==> src/rtl/block_interleaver.sv <==
// block_interleaver: 802.11a-style two-permutation block interleaver.
// Serial coded bits are scattered into one of two ping-pong banks at the
// permuted address j(k); a full bank is then streamed out linearly, one bit
// per cycle, with the block length latched when its first bit arrived.
module block_interleaver #(
    parameter int MAXBITS = 288
) (
    input  logic       clock,
    input  logic       reset,
    input  logic [1:0] mode,
    input  logic       data_in,
    input  logic       inputValid,
    output logic       data_out,
    output logic       outputValid
);

    typedef enum logic {
        IDLE,
        STREAM
    } ReadState;

    // Coded bits per OFDM symbol for each modulation
    function automatic logic [8:0] cbpsOf(input logic [1:0] m);
        case (m)
            2'd0:    return 9'd48;
            2'd1:    return 9'd96;
            2'd2:    return 9'd192;
            default: return 9'd288;
        endcase
    endfunction

    logic [MAXBITS-1:0] bankMem [2];
    logic [1:0]         bankMode [2];
    logic [1:0]         full;

    logic [8:0] k;
    logic [1:0] latchedMode;
    logic       writeBank;

    logic [1:0] effMode;
    logic [8:0] modeLen;
    logic [8:0] colDepth;
    logic [8:0] iIdx;
    logic [8:0] fIdx;
    logic [9:0] tIdx;
    logic [8:0] jIdx;

    ReadState   state;
    ReadState   stateNext;
    logic [8:0] rIdx;
    logic [8:0] rNext;
    logic       readBank;
    logic       readBankNext;
    logic       otherBank;
    logic [8:0] readLen;
    logic       releaseBank;
    logic       validNext;
    logic       bitNext;

    // Write address: the live mode only matters for the very first bit of a block
    always_comb begin
        effMode  = (k == 9'd0) ? mode : latchedMode;
        modeLen  = cbpsOf(effMode);
        colDepth = modeLen >> 4;
        iIdx     = 9'(colDepth * {5'd0, k[3:0]}) + {4'd0, k[8:4]};
        fIdx     = iIdx / colDepth;
        tIdx     = {1'b0, iIdx} + {1'b0, modeLen} - {1'b0, fIdx};
        case (effMode)
            2'd2:    jIdx = {iIdx[8:1], tIdx[0]};
            2'd3:    jIdx = iIdx - (iIdx % 9'd3) + 9'(tIdx % 10'd3);
            default: jIdx = iIdx;
        endcase
    end

    // Write side: index, mode latch, bank swap and full flags
    always_ff @(posedge clock or negedge reset) begin
        if (!reset) begin
            k           <= 9'd0;
            latchedMode <= 2'd0;
            writeBank   <= 1'b0;
            full        <= 2'b00;
            bankMode[0] <= 2'd0;
            bankMode[1] <= 2'd0;
        end else begin
            if (releaseBank) begin
                full[readBank] <= 1'b0;
            end
            if (inputValid) begin
                if (k == 9'd0) begin
                    latchedMode <= mode;
                end
                if (k == modeLen - 9'd1) begin
                    k                   <= 9'd0;
                    writeBank           <= ~writeBank;
                    full[writeBank]     <= 1'b1;
                    bankMode[writeBank] <= effMode;
                end else begin
                    k <= k + 9'd1;
                end
            end
        end
    end

    // Bank storage is not reset; stale contents are never read without a full flag
    always_ff @(posedge clock) begin
        if (inputValid) begin
            bankMem[writeBank][jIdx] <= data_in;
        end
    end

    // Read FSM next state: start on a full bank, wrap straight into the other bank if ready
    always_comb begin
        stateNext    = state;
        rNext        = rIdx;
        readBankNext = readBank;
        releaseBank  = 1'b0;
        validNext    = 1'b0;
        otherBank    = ~readBank;
        readLen      = cbpsOf(bankMode[readBank]);
        case (state)
            IDLE: begin
                if (full[readBank]) begin
                    stateNext = STREAM;
                    rNext     = 9'd0;
                    validNext = 1'b1;
                end
            end
            STREAM: begin
                if (rIdx == readLen - 9'd1) begin
                    releaseBank  = 1'b1;
                    readBankNext = otherBank;
                    rNext        = 9'd0;
                    if (full[otherBank]) begin
                        validNext = 1'b1;
                    end else begin
                        stateNext = IDLE;
                    end
                end else begin
                    rNext     = rIdx + 9'd1;
                    validNext = 1'b1;
                end
            end
            default: stateNext = IDLE;
        endcase
        bitNext = validNext ? bankMem[readBankNext][rNext] : 1'b0;
    end

    // Read FSM state and registered serial output
    always_ff @(posedge clock or negedge reset) begin
        if (!reset) begin
            state       <= IDLE;
            rIdx        <= 9'd0;
            readBank    <= 1'b0;
            data_out    <= 1'b0;
            outputValid <= 1'b0;
        end else begin
            state       <= stateNext;
            rIdx        <= rNext;
            readBank    <= readBankNext;
            data_out    <= bitNext;
            outputValid <= validNext;
        end
    end

endmodule

==> config.mk <==
export PLATFORM = sky130hd
export DESIGN_NAME = block_interleaver
export DESIGN_NICKNAME = d
export VERILOG_FILES = /design/src/rtl/block_interleaver.sv
export SDC_FILE = /design/constraint.sdc
export NUM_CORES = 1
export LEC_CHECK = 0
export ABC_AREA = 1
export BUFFER_PORTS_ARGS = -buffer_cell sky130_fd_sc_hd__buf_2
export CORE_ASPECT_RATIO = 1.4
export CORE_MARGIN = 2
export CORE_UTILIZATION = 35
export CTS_BUF_LIST = sky130_fd_sc_hd__clkbuf_4 sky130_fd_sc_hd__clkbuf_8 sky130_fd_sc_hd__clkbuf_16
export CTS_CLUSTER_SIZE = 28
export DETAILED_ROUTE_END_ITERATION = 6
export HOLD_SLACK_MARGIN = 0.06
export PLACE_DENSITY_LB_ADDON = 0.15
export SLEW_MARGIN = 10
export SYNTH_ARGS = -nofsm -noshare
export SYNTH_HDL_FRONTEND = slang
export SYNTH_SLANG_ARGS = --single-unit
export TNS_END_PERCENT = 20
==> constraint.sdc <==
create_clock -name clock -period 49 [get_ports clock]
set_input_delay 4.9 -clock clock [delete_from_list [all_inputs] [get_ports clock]]
set_output_delay 4.9 -clock clock [all_outputs]
set_load 0.1 [all_outputs]
# Word level (Yosys, flattened, before mapping)

Memories as Yosys holds them, arrays and structs flattened.
Index checks and enable logic that the tools add are counted.
Widths: inputs -> output; s select.

$lt $le $gt $ge: 11
Bitwise logic cells: 8
Equal/unequal tests: 7
Add/sub/neg operators: 9
Multipliers: 1
Mux-type cells: 40
Divide/modulo/power cells: 3
Reduce and logical (&&, ||, !) cells: 8

Operator list:

| operator              | count |
|---|---|
| $mux 288              | 1 |
| $pmux 9 s3            | 2 |
| $pmux 9 s2            | 2 |
| $mux 9                | 3 |
| $lt 9x10->1 const B   | 2 |
| $add 9x1->9 const B   | 2 |
| $eq 9x9->1            | 2 |
| $sub 9x1->9 const B   | 2 |
| $mux 1                | 17 |
| $mux 2                | 8 |
| $add 9x9->10          | 1 |
| $mod 10x2->10 const B | 1 |
| $sub 10x9->10         | 1 |
| $add 9x5->9           | 1 |
| $add 9x9->9           | 1 |
| $bmux 1 s9            | 1 |
| $demux 1 s9           | 1 |
| $div 9x5->9           | 1 |
| $ge 9x1->1 const B    | 1 |
| $logic_not 9->1       | 1 |
| $mod 9x2->9 const B   | 1 |
| $mul 5x4->9           | 1 |
| $sub 9x9->9           | 1 |
| $eq 2x2->1 const B    | 3 |
| 17 further kinds      | 30 |

Output and inout port bits: 2
Input port bits: 6
Memory bits (writable): 576
Register bits after elaboration: 30
Logic and storage cells: 98
Memories kept: 1

Memories:

| memory  | depth | width | rd ports | clocked after memory_dff | write ports | line | RTL |
|---|---|---|---|---|---|---|---|
| bankMem | 2     | 288   | 1        | 0                        | 1           | 32   | `logic [MAXBITS-1:0] bankMem [2];` |

# Depth between registers and ports, before layout

Gate-level depths: netlist of the first run.

Word-level depth: 16
Mapped depth: 170
Gate-level depth less buffers: 168

# Least setup slack after synthesis of the first run

No wires, ideal clock.

Path type: input to register
From: in mode[0]
To: mem bankMem[0][208], enable pin
Data arrival time: 26656 ps
Path buffers: 2
Cell stages on the path: 145
Setup slack: 22045 ps
Library setup time: 299 ps
Required time: 48701 ps
Cell sequence: o21a_1 -> inv_1 -> ha_1 -> inv_1 -> nand2_1 -> fa_1 -> fa_1 -> inv_1 -> fa_1 -> ha_1 -> buf_4 -> nand3_1 -> nand3_1 -> nand2_1 -> nand2_1 -> nand2_1 -> nand2_1 -> ha_1 -> (+109 left out) -> nand2_1 -> mux2_2 -> fa_1 -> inv_1 -> fa_1 -> nor2_1 -> nor2_1 -> o21bai_1 -> a21oi_1 -> nor2_1 -> nor2_1 -> xor2_1 -> o22ai_1 -> inv_1 -> nor2_8 -> buf_6 -> nand3_2 -> nor2_1

Cells in the longest elaborated chain, start to end: 15
Elaborated cells on any way between the ends: 22
Those cells by class: add/sub: 5; mul: 1; div: 3; order compare: 2; eq/ne: 3; mux: 6; reduce/logical: 2

RTL lines:

| what                                                            | line   | RTL |
|---|---|---|
| start, declared                                                 | 10     | `input logic [1:0] mode,` |
| $mux 2 *                                                        | --     |  |
| $eq 2x2->1 (tied with other cells)                              | 24, 68 |  |
| $pmux 9 s3                                                      | 24     | `case (m)` |
| $mul 5x4->9                                                     | 65     | `iIdx = 9'(colDepth * {5'd0, k[3:0]}) + {4'd0, k[8:4]};` |
| $add 9x5->9                                                     | 65     |  |
| $div 9x5->9 or $add 9x9->10 (tied branches)                     | 66, 67 |  |
| $sub 10x9->10                                                   | 67     | `tIdx = {1'b0, iIdx} + {1'b0, modeLen} - {1'b0, fIdx};` |
| $mod 10x2->10                                                   | 70     | `2'd3: jIdx = iIdx - (iIdx % 9'd3) + 9'(tIdx % 10'd3);` |
| $add 9x9->9                                                     | 70     |  |
| $pmux 9 s2 *                                                    | 68     | `case (effMode)` |
| $lt 9x10->1 (not written as such) or $ge 9x1->1 (tied branches) | 107    | `bankMem[writeBank][jIdx] <= data_in;` |
| $logic_and 1x1->1 (not written as such)                         | 107    |  |
| $mux 1 (not written as such)                                    | 107    |  |
| $demux 1 s9 *                                                   | 107    |  |
| $mux 288 (not written as such) *                                | 107    |  |
| end, declared                                                   | 32     |  |

Mark *: on every way between the ends. The rest lies on a longest branch, timed or not.

# Worst setup path after layout of the first run

From: in mode[0]
To: mem bankMem[1][91], enable pin

Cells in the longest elaborated chain, start to end: 15
Elaborated cells on any way between the ends: 22
Those cells by class: add/sub: 5; mul: 1; div: 3; order compare: 2; eq/ne: 3; mux: 6; reduce/logical: 2

RTL lines:

| what                                                            | line   | RTL |
|---|---|---|
| $mux 2 *                                                        | --     |  |
| via effMode[0]                                                  | 40     | `logic [1:0] effMode;` |
| $eq 2x2->1 (tied with other cells)                              | 24, 68 |  |
| $pmux 9 s3                                                      | 24     |  |
| $mul 5x4->9                                                     | 65     |  |
| $add 9x5->9                                                     | 65     |  |
| $div 9x5->9 or $add 9x9->10 (tied branches)                     | 66, 67 |  |
| $sub 10x9->10                                                   | 67     |  |
| $mod 10x2->10                                                   | 70     |  |
| $add 9x9->9                                                     | 70     |  |
| $pmux 9 s2 *                                                    | 68     |  |
| $lt 9x10->1 (not written as such) or $ge 9x1->1 (tied branches) | 107    |  |
| $logic_and 1x1->1 (not written as such)                         | 107    |  |
| $mux 1 (not written as such)                                    | 107    |  |
| $demux 1 s9 *                                                   | 107    |  |
| $mux 288 (not written as such) *                                | 107    |  |

Mark *: on every way through the listed nets, which the timed path passes. The rest lies on a longest branch.

==> results of run 1 <==
-- cells by family after synthesis --
group                    Yosys count
flip-flops                       606
AND/OR/NAND/NOR                 1881
AO/OA/AOI/OAI                    553
adder cells (fa/ha/maj)          114
multiplexers                       2
XOR/XNOR                          49
buffers and inverters            499
-- layer usage --
layer / track usage [%] / part of all wire (%) / vias up
li1: - / - / 12600
met1: 24.3 / 41 / 13300
met2: 38.2 / 53 / 544
met3: 1.69 / 3.4 / 158
met4: 6.22 / 2.9 / 0
met5: 0 / 0 / -
-- how the worst max path moves through the flow --
stage / startpoint / end / slack [ns] / depth (start not counted)
2_1_floorplan: mode[0] / bankMem[0][208]$_DFFE_PP_ / 22.04 / 145
3_3_place_gp: mode[1] / bankMem[1][2]$_DFFE_PP_ / 18.73 / 151
3_5_place_dp: mode[0] / bankMem[0][105]$_DFFE_PP_ / 18.33 / 145
4_1_cts: mode[0] / bankMem[1][91]$_DFFE_PP_ / 19.00 / 146
5_1_grt: mode[0] / bankMem[0][62]$_DFFE_PP_ / 15.75 / 152
6_report: mode[0] / bankMem[1][91]$_DFFE_PP_ / 18.92 / 146
-- worst register-to-register path, delay by kind of cell, from the launching register on --
family,cells,cell delay [ns]
fa+ha+maj,21,7.48
simple gates,69,8.16
buf+inv,20,2.91
xor+xnor,3,0.57
compound gates,33,6.54
mux,1,0.36
flops,1,0.51
-- cell usage after synthesis (3+ instances only) --
library cell  count  share of area [%]
nor2_1          738                8.1
edfxtp_1        576                 51
nand2_1         541                5.9
nand3_1         345                5.1
inv_1           228                2.5
o21ai_0         210                3.1
clkbuf_1        186                2.0
a21oi_1         111                1.6
nand3_2          92                2.7
ha_1             91                3.3
nor3_1           87                1.3
a32o_1           53                1.6
buf_1            49               0.54
o22ai_1          49               0.90
o211ai_1         47                1.0
xor2_1           33               0.85
dfrtp_1          30                2.2
fa_1             23                1.3
nand2_2          20               0.37
nand4_1          18               0.33
buf_6            16               0.53
o221ai_1         16               0.41
xnor2_1          15               0.38
o221a_2          14               0.46
a31oi_1          13               0.24
inv_2             9              0.099
buf_4             7               0.15
o21a_1            7               0.15
o21bai_1          7               0.15
nand3b_1          6               0.13
or2_2             6               0.11
nor2_4            5               0.16
nor4_1            5              0.092
nand3_4           4               0.21
nor2_8            4               0.23
o311ai_0          4               0.10
a211oi_1          3              0.066
nand2_4           3              0.099
-- cell type report --
| class | count | area [µm²] | area share [%] |
|---|---|---|---|
| Timing Repair Buffer | 52 | 433 | 1.16 |
| Sequential cell | 606 | 18100 | 48.4 |
| Clock buffer | 65 | 1560 | 4.18 |
| Inverter | 239 | 920 | 2.47 |
| Multi-Input combinational cell | 2599 | 14200 | 38.2 |
| Clock inverter | 48 | 463 | 1.24 |
| Tap cell | 1301 | 1630 | 4.37 |
-- registers in the layout (all words and copies together) (netlist names) --
signal       flops
bankMem        576
bankMode         4
data_out         1
full             2
k                9
latchedMode      2
rIdx             9
readBank         1
state            1
writeBank        1
-- metrics by stage --
stage / util, % / setup WS, ns / hold WS, ns / cells / instance area (µm²)
after floorplan: - / 22.04 / 0.452 / 3704 / 34200
after global placement: 36.4 / 18.73 / 0.470 / 4797 / 35300
final: 38.5 / 18.92 / 0.487 / 4910 / 37300
after global routing: 38.5 / 15.75 / 0.521 / 4910 / 37300
after CTS: 38.5 / 19.00 / 0.492 / 4910 / 37300
after detailed placement: 36.4 / 18.33 / 0.477 / 4797 / 35300
==> out/results.ini, run 1 <==
[status]
status = complete, no violations

[setup_path]
timing.critical_path.fanout_max = 48
cpLargestDelayFamily = adder cells
critical_path_s_most_frequent_cell = nand2_1
slowest_stage = ha_1
cp_data_arrival_time_ns = 30.43
crit-reg2reg-capture = bankMem[1][91]$_DFFE_PP_
timing.setup.critical_path_class = input port to register
slowest_delay_ns = 0.71
critical_path.n_buffers_inverters = 22
timing.critical_path.to_type = register
worst-endpoint-required_ns = 49.35
r2r.worst_path.cells = 147
timing.reg2reg.setup_slack_ns = 22.13
regToRegStartpoint = k[3]$_DFFE_PN0P_
worst_setup_path_start_kind = input port

[grt]
grt_overflow = 0
number_of_global_route_vias_before_repair = 26800
first_pass_grt_wire_length_um = 158000
grt.total_usage_pct = 20.3
grt_start_max_net_pins = 237
grt_antenna_before_repair = 0

[logic_synthesis]
synth_edf_count = 576
ys.warnings.count = 0
synth_top_family_by_area = simple AND/OR/NAND/NOR gates
synthesis.nets = 3824
post_synth.cell_area_avg_um2 = 9.23
ys_ff_latch = 606
async_flop_share_pct = 4.95
post_synth_fa_ha_maj_area_fraction_pct = 4.68
syn_inst = 3704
synth_xor_area_share_pct = 1.28
synth-simple-area-share_pct = 25.0
ys.flop_type = edfxtp_1
synth-compound-area-share_pct = 10.2
muxShareOfSynthArea_pct = 0.0622
sequential_fraction_of_the_synthesis_area_pct = 52.8
syn-cell-area_um2 = 34200
yosysUniqueCellTypes = 63

[placement]
placement.io_buffers = 7
routabilityCongestion = 0.841
hpwlAfterDp_um = 57300

[sta]
setup-violations-final = 0
worst_pin_slew_ns = 1.18
setup_tns_ns = 0
rsz_0062_raised_after_global_routing = no
fin_crit_sh_pct = 61.4
fmax_mhz = 33.2
clock_skew_ns = 0.0507
final_report_hold_violation_count = 0
finalWorstPathRequiredPeriod_ns = 30.08
maxSlewViolCount = 0
max_slew_margin_pct = 21.7

[floorplan]
initial_standard_cell_utilization_of_the_core_pct = 35.3
die_area_um2 = 100000
coreArea_um2 = 96800
dieHeight_um = 374
design.portCount = 8
die_width_um = 268
rows = 135

[layout]
mostFrequentLayoutCell = nor2_1
top_library_cells_by_usage_in_the_layout_fill_and_taps_aside = 719 x nor2_1, 576 x edfxtp_1, 540 x nand2_1
layout-drive-gt1-share_pct = 9.45
nets = 3679
nFillCells = 9800
antennaDiodeCount = 0
area.growth.synth_to_final_pct = 9.07

[clock_tree]
ctsRootBufferMaster = clkbuf_16
clkSlewWorstSetupHoldPaths_ns = 0.06
resized_gates_after_cts = 0
tritoncts_clock_tree = yes
worst_skew_pair.late_latency_ns = 0.68
postCtsSetupBuffers = 0
cts_num_sinks = 606
cts_made_buffers = 61
cts_max_level = 2
cts_buffer_depth = 3
cts-hold-fix-buffers = 0

[detailed_routing]
route.antenna.remaining_nets = 0
detailedRoute.firstPassIterationCount = 5
detail_route.iter0.violations = 1651
avgRoutedWirePerCell_um = 20.8
via_per_inst = 5.42
vias = 26600
residual_drc_count = 0
drt-total-wl_um = 102000

[worst_hold_path]
holdCritStartpoint = bankMode[1]$_DFFE_PN0P_
timing.hold.worst.class = register to register
worst_hold_path.num_cells = 2
hold_end = bankMode[1]$_DFFE_PN0P_

[flow_run]
max_cap_violations = 0

Power of run 1 is not shown: default switching activity piles up to over one toggle a cycle in this logic, so the estimate is an artifact.
==> run 2: changes to the inputs <==
clock period = 24.7 ns   (was 49 ns; I/O delays follow)
==> out/results.ini, run 2 (synthesis gave the netlist of run 1 again) <==
[grt]
grt_antenna_before_repair = 1
number_of_global_route_vias_before_repair = 26700
grt_busiest_layer = met2
first_pass_grt_wire_length_um = 155000
grt_use_met1_pct = 23.2
grt_overflow = 0
met3_use_gr_pct = 2.32
grt_start_max_net_pins = 213
met2_usage_pct = 37.5
grt.total_usage_pct = 20.0

[clock_tree]
clkSlewWorstSetupHoldPaths_ns = 0.06
cts_max_level = 2
cts_num_sinks = 606
cts-hold-fix-buffers = 0
tritoncts_clock_tree = yes
worst_skew_pair.late_latency_ns = 0.64
ctsRootBufferMaster = clkbuf_16
cts_buffer_depth = 3
cts_made_buffers = 60

[detailed_routing]
detail_route.iter0.violations = 1738
via_per_inst = 5.35
route.antenna.remaining_nets = 0
residual_drc_count = 0
avgRoutedWirePerCell_um = 20.6
vias = 26800
drt-total-wl_um = 103000
detailedRoute.firstPassIterationCount = 5

[sta]
setup-violations-final = 0
setup_ws_ns = 1.76
finalWorstPathRequiredPeriod_ns = 22.94
fmax_mhz = 43.6
clock_skew_ns = 0.0314
worst_pin_slew_ns = 1.13
fin_crit_sh_pct = 92.9
final_report_hold_violation_count = 0
maxSlewViolCount = 0
setup_tns_ns = 0
max_slew_margin_pct = 24.4

[setup_path]
timing.setup.critical_path_class = input port to register
critical_path_s_most_frequent_cell = nand2_1
timing.critical_path.to_type = register
cp_data_arrival_time_ns = 23.28
regToRegStartpoint = k[0]$_DFFE_PN0P_
worst_setup_path_start_kind = input port
timing.reg2reg.setup_slack_ns = 2.58
timing.critical_path.fanout_max = 8
r2r.worst_path.cells = 159
slowest_delay_ns = 0.53
timing.critical_path.from = mode[1]
worst-endpoint-required_ns = 25.04
crit-reg2reg-capture = bankMem[1][187]$_DFFE_PP_
slowest_stage = fa_1

[status]
status = complete, no violations

[floorplan]
design.portCount = 8
die_width_um = 268
dieHeight_um = 374
die_area_um2 = 100000
rows = 135
coreArea_um2 = 96800
initial_standard_cell_utilization_of_the_core_pct = 35.3

[layout]
nets = 3786
mostFrequentLayoutCell = nor2_1
max_flop_register = bankMem
reg.largest.list = bankMem (576), k (9), rIdx (9)
top_library_cells_by_usage_in_the_layout_fill_and_taps_aside = 708 x nor2_1, 576 x edfxtp_1, 534 x nand2_1
layout-drive-gt1-share_pct = 14.0
number_of_flip_flops_under_the_largest_register_name = 576
area.growth.synth_to_final_pct = 13.3
stdcell_count = 5019

[placement]
placed_cells_incl_taps = 4877
placement.io_buffers = 7
dp_worst_setup_slack_ns = -0.117
routabilityCongestion = 0.804
hpwlAfterDp_um = 57600

[worst_hold_path]
timing.hold.worst.class = register to register
worst_hold_path.num_cells = 2
holdCritStartpoint = bankMode[2]$_DFFE_PN0P_
hold_end = bankMode[2]$_DFFE_PN0P_

[flow_run]
max_cap_violations = 0

[run 2: cell types whose count changed in the layout (fill, tap and decap cells not counted), moves of 10 or more]
cell     before  now
nor2_2       12   29
buf_4        41  120
o21ai_0     209  191
o21ai_1       1   12
buf_12        4   21
nand3_1     345  335
nor2_1      719  708
[run 2: worst max-delay path by stage]
stage                     slack, ns  depth (start not counted)                   endpoint
final                          1.76                        155  bankMem[1][187]$_DFFE_PP_
after global routing          -0.23                        162  bankMem[0][153]$_DFFE_PP_
after global placement         0.25                        158   bankMem[0][14]$_DFFE_PP_
after floorplan                0.17                        145  bankMem[0][208]$_DFFE_PP_
after CTS                      0.51                        159   bankMem[1][45]$_DFFE_PP_
after detailed placement      -0.12                        159   bankMem[1][45]$_DFFE_PP_
[run 2: worst max-delay path: cells and delay by family]
family          cells  cell delay, ns
compound gates     32            4.58
xor+xnor            2            0.25
fa+ha+maj          20            6.19
buf+inv            28            2.87
mux                 1            0.35
simple gates       72            6.52
[run 2: final cells by class]
| type | count | area (µm²) |
|---|---|---|
| fill | 9621 | 58100 |
| sequential | 606 | 18100 |
| multi-input combinational | 2600 | 14500 |
| clock buffer | 77 | 1680 |
| tap | 1301 | 1630 |
| timing repair buffer | 159 | 1560 |
| inverter | 239 | 922 |
| clock inverter | 36 | 389 |
| antenna | 1 | 2.50 |
[run 2: stage by stage]
step,utilization (%),hold slack (ns),instance area [µm²]
floorplan,-,0.452,34200
global placement,37.2,0.472,36000
detailed placement,37.2,0.475,36000
CTS,39.3,0.492,38100
global route,40.0,0.511,38700
finish,40.0,0.486,38700
[run 2: timing repair]
item                       CTS  global route
setup buffers                0            19
setup endpoints to repair    0           576
resized for setup            0            91
[run 2: layer usage]
metal | vias up | share of wire, %
met5 | - | 0.013
met4 | 2 | 3.6
met3 | 163 | 4.0
met2 | 550 | 53
met1 | 13300 | 40
li1 | 12800 | -
Power of run 2 is left out for the same reason.
